<file path="config.mk">
export PLATFORM = sky130hd
export DESIGN_NAME = seq_counter_ctrl_flat
export DESIGN_NICKNAME = d
export VERILOG_FILES = /design/src/rtl/seq_ctrl_pkg.sv /design/src/rtl/seq_counter_ctrl_if.sv /design/src/rtl/seq_step_counter.sv /design/src/rtl/seq_counter_ctrl.sv /design/src/flat_wrapper.sv
export SDC_FILE = /design/constraint.sdc
export NUM_CORES = 1
export LEC_CHECK = 0
export BUFFER_PORTS_ARGS = -buffer_cell sky130_fd_sc_hd__clkbuf_2
export CAP_MARGIN = 10
export CORE_AREA = 2 2 52 54
export CTS_CLUSTER_SIZE = 28
export DETAILED_ROUTE_END_ITERATION = 12
export DIE_AREA = 0 0 54 56
export GPL_TIMING_DRIVEN = 0
export PLACE_DENSITY = 0.7
export SYNTH_ARGS = -nofsm -noshare
export SYNTH_HDL_FRONTEND = slang
export SYNTH_HIERARCHICAL = 1
export SYNTH_SLANG_ARGS = --single-unit
</file>
<file path="constraint.sdc">
create_clock -name clk -period 3.2 [get_ports clk]
set_input_delay 0.32 -clock clk [delete_from_list [all_inputs] [get_ports clk]]
set_output_delay 0.32 -clock clk [all_outputs]
set_load 0.01 [all_outputs]
</file>
<file path="src/rtl/seq_ctrl_pkg.sv">
// Shared definitions for the fixed-sequence step counter and its controller:
// FSM state encoding, the six legal counter values and the next-value function.
package seq_ctrl_pkg;

    typedef enum logic [1:0] {
        ST_IDLE   = 2'd0,
        ST_RUN    = 2'd1,
        ST_PAUSED = 2'd2,
        ST_DONE   = 2'd3
    } state_t;

    localparam logic [2:0] SEQ0 = 3'b000;
    localparam logic [2:0] SEQ1 = 3'b001;
    localparam logic [2:0] SEQ2 = 3'b011;
    localparam logic [2:0] SEQ3 = 3'b101;
    localparam logic [2:0] SEQ4 = 3'b111;
    localparam logic [2:0] SEQ5 = 3'b010;

    // Off-sequence values (100, 110) recover to the start of the sequence.
    function automatic logic [2:0] seq_next(input logic [2:0] cur);
        case (cur)
            SEQ0:    return SEQ1;
            SEQ1:    return SEQ2;
            SEQ2:    return SEQ3;
            SEQ3:    return SEQ4;
            SEQ4:    return SEQ5;
            SEQ5:    return SEQ0;
            default: return SEQ0;
        endcase
    endfunction

endpackage

</file>
<file path="src/rtl/seq_counter_ctrl_if.sv">
// Request/status bundle between the lab front panel and the sequencing controller.
interface seq_counter_ctrl_if #(
    parameter int STEP_W = 4,
    parameter int LAP_W  = 4
);
    logic              start;
    logic [STEP_W-1:0] num_steps;
    logic              continuous;
    logic              pause;
    logic              abort;
    logic [2:0]        count;
    logic              step_en;
    logic              busy;
    logic              done;
    logic              aborted;
    logic [LAP_W-1:0]  lap_cnt;

    modport master (
        output start, num_steps, continuous, pause, abort,
        input  count, step_en, busy, done, aborted, lap_cnt
    );

    modport slave (
        input  start, num_steps, continuous, pause, abort,
        output count, step_en, busy, done, aborted, lap_cnt
    );
endinterface

</file>
<file path="src/rtl/seq_step_counter.sv">
// 3-bit counter that walks 000,001,011,101,111,010 on each enabled edge.
// clear wins over enable; wrap flags an enabled step out of 010.
module seq_step_counter
    import seq_ctrl_pkg::*;
(
    input  logic       clk,
    input  logic       reset,
    input  logic       enable,
    input  logic       clear,
    output logic [2:0] count,
    output logic       wrap
);

    logic [2:0] count_q;
    logic [2:0] count_d;

    // Next counter value: clear, advance, or hold.
    always_comb begin
        count_d = count_q;
        if (clear) begin
            count_d = SEQ0;
        end else if (enable) begin
            count_d = seq_next(count_q);
        end
    end

    // Counter register.
    always_ff @(posedge clk) begin
        if (reset) begin
            count_q <= SEQ0;
        end else begin
            count_q <= count_d;
        end
    end

    assign count = count_q;
    assign wrap  = enable & (count_q == SEQ5);

endmodule

</file>
<file path="src/rtl/seq_counter_ctrl.sv">
// Sequencing controller: runs the step counter for a requested number of
// enabled cycles (or continuously) with pause/abort, and reports status.
module seq_counter_ctrl
    import seq_ctrl_pkg::*;
#(
    parameter int STEP_W = 4,
    parameter int LAP_W  = 4
) (
    input  logic               clk,
    input  logic               reset,
    seq_counter_ctrl_if.slave  bus
);

    localparam logic [LAP_W-1:0] LAP_MAX = '1;

    state_t            state_q,      state_d;
    logic [STEP_W-1:0] steps_left_q, steps_left_d;
    logic              mode_q,       mode_d;
    logic [LAP_W-1:0]  lap_q,        lap_d;
    logic              aborted_q,    aborted_d;
    logic              step_en;
    logic              cnt_clear;
    logic              wrap;
    logic [2:0]        count;

    seq_step_counter u_counter (
        .clk    (clk),
        .reset  (reset),
        .enable (step_en),
        .clear  (cnt_clear),
        .count  (count),
        .wrap   (wrap)
    );

    // Next-state, counter control and run bookkeeping.
    always_comb begin
        state_d      = state_q;
        steps_left_d = steps_left_q;
        mode_d       = mode_q;
        lap_d        = lap_q;
        aborted_d    = 1'b0;
        cnt_clear    = 1'b0;
        step_en      = (state_q == ST_RUN) & ~bus.abort & ~bus.pause;

        case (state_q)
            ST_IDLE: begin
                if (bus.start) begin
                    cnt_clear    = 1'b1;
                    lap_d        = '0;
                    steps_left_d = bus.num_steps;
                    mode_d       = bus.continuous;
                    // A zero-length one-shot completes without ever advancing.
                    if (!bus.continuous && (bus.num_steps == '0)) begin
                        state_d = ST_DONE;
                    end else begin
                        state_d = ST_RUN;
                    end
                end
            end
            ST_RUN: begin
                if (bus.abort) begin
                    state_d   = ST_IDLE;
                    aborted_d = 1'b1;
                end else if (bus.pause) begin
                    state_d = ST_PAUSED;
                end else if (!mode_q) begin
                    steps_left_d = steps_left_q - STEP_W'(1);
                    if (steps_left_q == STEP_W'(1)) begin
                        state_d = ST_DONE;
                    end
                end
            end
            ST_PAUSED: begin
                if (bus.abort) begin
                    state_d   = ST_IDLE;
                    aborted_d = 1'b1;
                end else if (!bus.pause) begin
                    state_d = ST_RUN;
                end
            end
            ST_DONE: begin
                state_d = ST_IDLE;
            end
            default: begin
                state_d = ST_IDLE;
            end
        endcase

        // Wraps only occur in RUN, so this never collides with the start-time clear.
        if (wrap && (lap_q != LAP_MAX)) begin
            lap_d = lap_q + LAP_W'(1);
        end
    end

    // Controller state registers.
    always_ff @(posedge clk) begin
        if (reset) begin
            state_q      <= ST_IDLE;
            steps_left_q <= '0;
            mode_q       <= 1'b0;
            lap_q        <= '0;
            aborted_q    <= 1'b0;
        end else begin
            state_q      <= state_d;
            steps_left_q <= steps_left_d;
            mode_q       <= mode_d;
            lap_q        <= lap_d;
            aborted_q    <= aborted_d;
        end
    end

    assign bus.count   = count;
    assign bus.step_en = step_en;
    assign bus.busy    = (state_q == ST_RUN) || (state_q == ST_PAUSED);
    assign bus.done    = (state_q == ST_DONE);
    assign bus.aborted = aborted_q;
    assign bus.lap_cnt = lap_q;

endmodule

</file>
<file path="src/flat_wrapper.sv">
// flat-port wrapper written by rule: the top's interface ports become plain ports
module seq_counter_ctrl_flat import seq_ctrl_pkg::*;
#(
    parameter int STEP_W = 4,
    parameter int LAP_W  = 4
)
  (clk, reset, bus_start, bus_num_steps, bus_continuous, bus_pause, bus_abort, bus_count, bus_step_en, bus_busy, bus_done, bus_aborted, bus_lap_cnt);
  seq_counter_ctrl_if #(.STEP_W(STEP_W), .LAP_W(LAP_W)) bus_i ();
  input  logic clk;
  input  logic reset;
  input wire logic [$bits(bus_i.start)-1:0] bus_start;
  input wire logic [$bits(bus_i.num_steps)-1:0] bus_num_steps;
  input wire logic [$bits(bus_i.continuous)-1:0] bus_continuous;
  input wire logic [$bits(bus_i.pause)-1:0] bus_pause;
  input wire logic [$bits(bus_i.abort)-1:0] bus_abort;
  output wire logic [$bits(bus_i.count)-1:0] bus_count;
  output wire logic [$bits(bus_i.step_en)-1:0] bus_step_en;
  output wire logic [$bits(bus_i.busy)-1:0] bus_busy;
  output wire logic [$bits(bus_i.done)-1:0] bus_done;
  output wire logic [$bits(bus_i.aborted)-1:0] bus_aborted;
  output wire logic [$bits(bus_i.lap_cnt)-1:0] bus_lap_cnt;
  assign bus_i.start = bus_start;
  assign bus_i.num_steps = bus_num_steps;
  assign bus_i.continuous = bus_continuous;
  assign bus_i.pause = bus_pause;
  assign bus_i.abort = bus_abort;
  assign bus_count = bus_i.count;
  assign bus_step_en = bus_i.step_en;
  assign bus_busy = bus_i.busy;
  assign bus_done = bus_i.done;
  assign bus_aborted = bus_i.aborted;
  assign bus_lap_cnt = bus_i.lap_cnt;
  seq_counter_ctrl #(.STEP_W(STEP_W), .LAP_W(LAP_W)) u_core (.clk(clk), .reset(reset), .bus(bus_i));
endmodule
</file>
==> flow_summary_export.csv <==
group,metric,value,unit
route,drt-total-wl,2020,µm
grt,grt_overflow_total,0,
synth,netlist_instances,114,
clock_network,clk_pin_slew,0.09,ns
clock_network,post_cts_buffers,0,
clock_network,cts_buffers,3,
pwr,vdd.ir_drop.worst,213,µV
setup_path,critPathMaxFanout,10,
setup_path,worstSetupPathType,"reg2reg",
clock_network,clockBufferDepth,2,
route,drtPass1Iterations,3,
pwr,internal_power,314,µW
synth,synth_top_area_share,31.3,%
route,drcViolationCount,0,
pwr,power.switching,155,µW
floorplan,chipWidth,54,µm
synth,yosys.area.top_type,"dfxtp_1",
synth,ys_top_cells_by_area,"dfxtp_1 (31%), ha_1 (12%), nor2_1 (4.7%)",
floorplan,ios,21,
synth,synthArstFlopShare,0,%
cells_and_area,final_area,0.00112,mm²
synth,synth_seq_area_share,31.3,%
floorplan,die_h,56,µm
synth,syn_nets,133,
min_path,worstHoldPathType,"in2reg",
sta,fin_crit,2.02,ns
sta,fin_ws,1.18,ns
pwr,p_comb_share,29.9,%
floorplan,dieArea,0.00302,mm²
cells_and_area,final_core_util,46.2,%
cells_and_area,n_antenna_cell,0,
sta,hold_viol,0,
setup_path,arrival,2.20,ns
grt,grt_pass1_wl,3420,µm
cells_and_area,fillCellCount,255,
cells_and_area,mostFrequentLayoutCell,"clkbuf_2",
sta,finalSetupViolCount,0,
route,via_count,866,
floorplan,core,0.00243,mm²
placement,dp_hpwl,1620,µm
floorplan,initial_core_util,39.5,%
sta,finalCritPeriodShare,63.2,%
clock_network,postCtsResizedCells,0,
floorplan,rows,18,
clock_network,h-tree-depth,1,
clock_network,clock_sinks,15,
grt,antenna_found_initial,0,
pwr,switching_share,33.0,%
clock_network,clock_latency,0.29,ns
grt,grt_max_degree,11,
sta,timing.fmax,495,MHz
grt,first_global_vias,849,
pwr,p_leak,0.502,nW
cells_and_area,multi_input_area,609,µm²
setup_path,startpoint_type,"flop",
clock_network,cts_tree,"yes",
grt,grt_usage,15.0,%
pwr,cellPowerDensity,417,mW/mm²
cells_and_area,mostFrequentLayoutCells,"clkbuf_2 (20), dfxtp_1 (15), nor2_1 (12), nand2_1 (11)",
sta,timing.final.max_slew_violations,0,
synth,yosysWarnings,6,
cells_and_area,regArea,300,µm²
placement,io_buffers,20,
pwr,clockPowerShare,23.3,%
synth,synth_edf_count,0,
synth,synth.distinct_cells,40,
placement,placed_cell_area,0.00110,mm²
job,drv_cap,0,
status,status,"completed",
cells_and_area,syn_to_final_growth,17.2,%
route,wl_per_cell,12.0,µm
sta,rsz0062_at_grt,"false",
synth,synth_top_flop_cell,"dfxtp_1",
synth,synth-seq-cells,15,
sta,slew_headroom,73.7,%
setup_path,required,3.38,ns
route,drt_iter0_drc,7,
clock_network,root_buffer,"clkbuf_4",
sta,tightest_slew,0.385,ns
sta,setup_tns,0,ns
setup_path,endpoint_kind,"flop",
cells_and_area,final_net_count,158,
route,drt.antenna.violating_nets,0,
cells_and_area,final_layout_size_suffix_gt1_share,25.4,%
pwr,p_seq_share,46.9,%
synth,netlist_area,960,µm²
placement,dpl_worst_slack,1.18,ns
route,avgViaCountPerCell,5.15,
clock_network,cts_hold_buf,0,
placement,gp_congestion,0.804,
sta,clock_skew,0.00389,ns
synth,syn_avg_cell_area,8.42,µm²
## path summary, 6_finish.rpt
| kind | endpoint | cells after the start | startpoint | slack [ns] |
|---|---|---|---|---|
| setup / recovery | u_core/bus.lap_cnt[1]$_SDFFE_PP0P_ | 9 | u_core/state_q[1]$_SDFFE_PP0P_ | 1.18 |
| setup reg to reg | u_core/bus.lap_cnt[1]$_SDFFE_PP0P_ | 9 | u_core/state_q[1]$_SDFFE_PP0P_ | 1.18 |
| hold reg to reg | u_core/mode_q$_SDFFE_PP0P_ | 2 | u_core/mode_q$_SDFFE_PP0P_ | 0.50 |
| hold / removal | u_core/mode_q$_SDFFE_PP0P_ | 3 | bus_continuous | 0.27 |
## state kept, by name, summed over array words and instances (netlist names)
register	cells
u_core/bus.aborted	1
u_core/steps_left_q	4
u_core/bus.lap_cnt	4
u_core/mode_q	1
u_core/u_counter/count	3
u_core/state_q	2
## worst max-delay path: stages, from the launching register on
cell and delay, ns:
dfxtp_1 0.34, inv_1 0.13, ha_1 0.27, buf_6 0.17, and2_1 0.26, nand2_1 0.10
nor2_1 0.23, and2_1 0.23, nand3b_1 0.13, a21oi_1 0.07
## power by group through the flow
stage                     Sequential [mW]  Clock [mW]  Combinational (mW)
after CTS                           0.219       0.114               0.141
after floorplan                     0.220           0               0.105
final                               0.220       0.109               0.140
after detailed placement            0.224           0               0.140
after global routing                0.222       0.121               0.159
after global placement              0.222           0               0.134
## kinds of logic (layout without fill, tap and decap cells)
logic type	Yosys count	after routing	share of synthesized area [%]
DFF	15	15	31.3
and+or+nand+nor	46	46	25.8
AOI/OAI and AO/OA	27	27	19.7
buffers and inverters	11	35	5.21
xor gates and xnor gates	1	1	0.913
muxes	5	5	5.35
adders and majority gates	9	9	11.7
## final cells by class
type | instances | area share (%)
Multi-Input combinational cell | 88 | 54.2
Sequential cell | 15 | 26.7
Timing Repair Buffer | 20 | 8.90
Tap cell | 30 | 3.34
Inverter | 9 | 3.00
Clock buffer | 3 | 2.00
Buffer | 2 | 1.45
Clock inverter | 1 | 0.445
## metrics by stage
stage	std cells	hold slack [ns]	power, mW
final	168	0.266	0.469
after global routing	168	0.274	0.502
after CTS	168	0.260	0.474
after detailed placement	164	0.492	0.364
after global placement	164	0.482	0.356
after floorplan	114	0.419	0.325
## cells in the mapped netlist, drive strengths merged, types with 3 or more instances
master	number
nor2	13
a21oi	7
nand2	11
nand3	3
inv	9
and2b	3
ha	9
and2	3
dfxtp	15
o21ai	3
o22ai	3
mux2i	4
## routing by layer
metal | GRT usage, % | vias to the layer above | share of wire [%]
met4 | 8.21 | 0 | 1.4
met5 | 0 | - | 0
met3 | 3.49 | 4 | 4.5
li1 | - | 445 | -
met1 | 18.1 | 401 | 45
met2 | 23.9 | 16 | 48
Note: power is estimated with default switching activity, not from simulation.
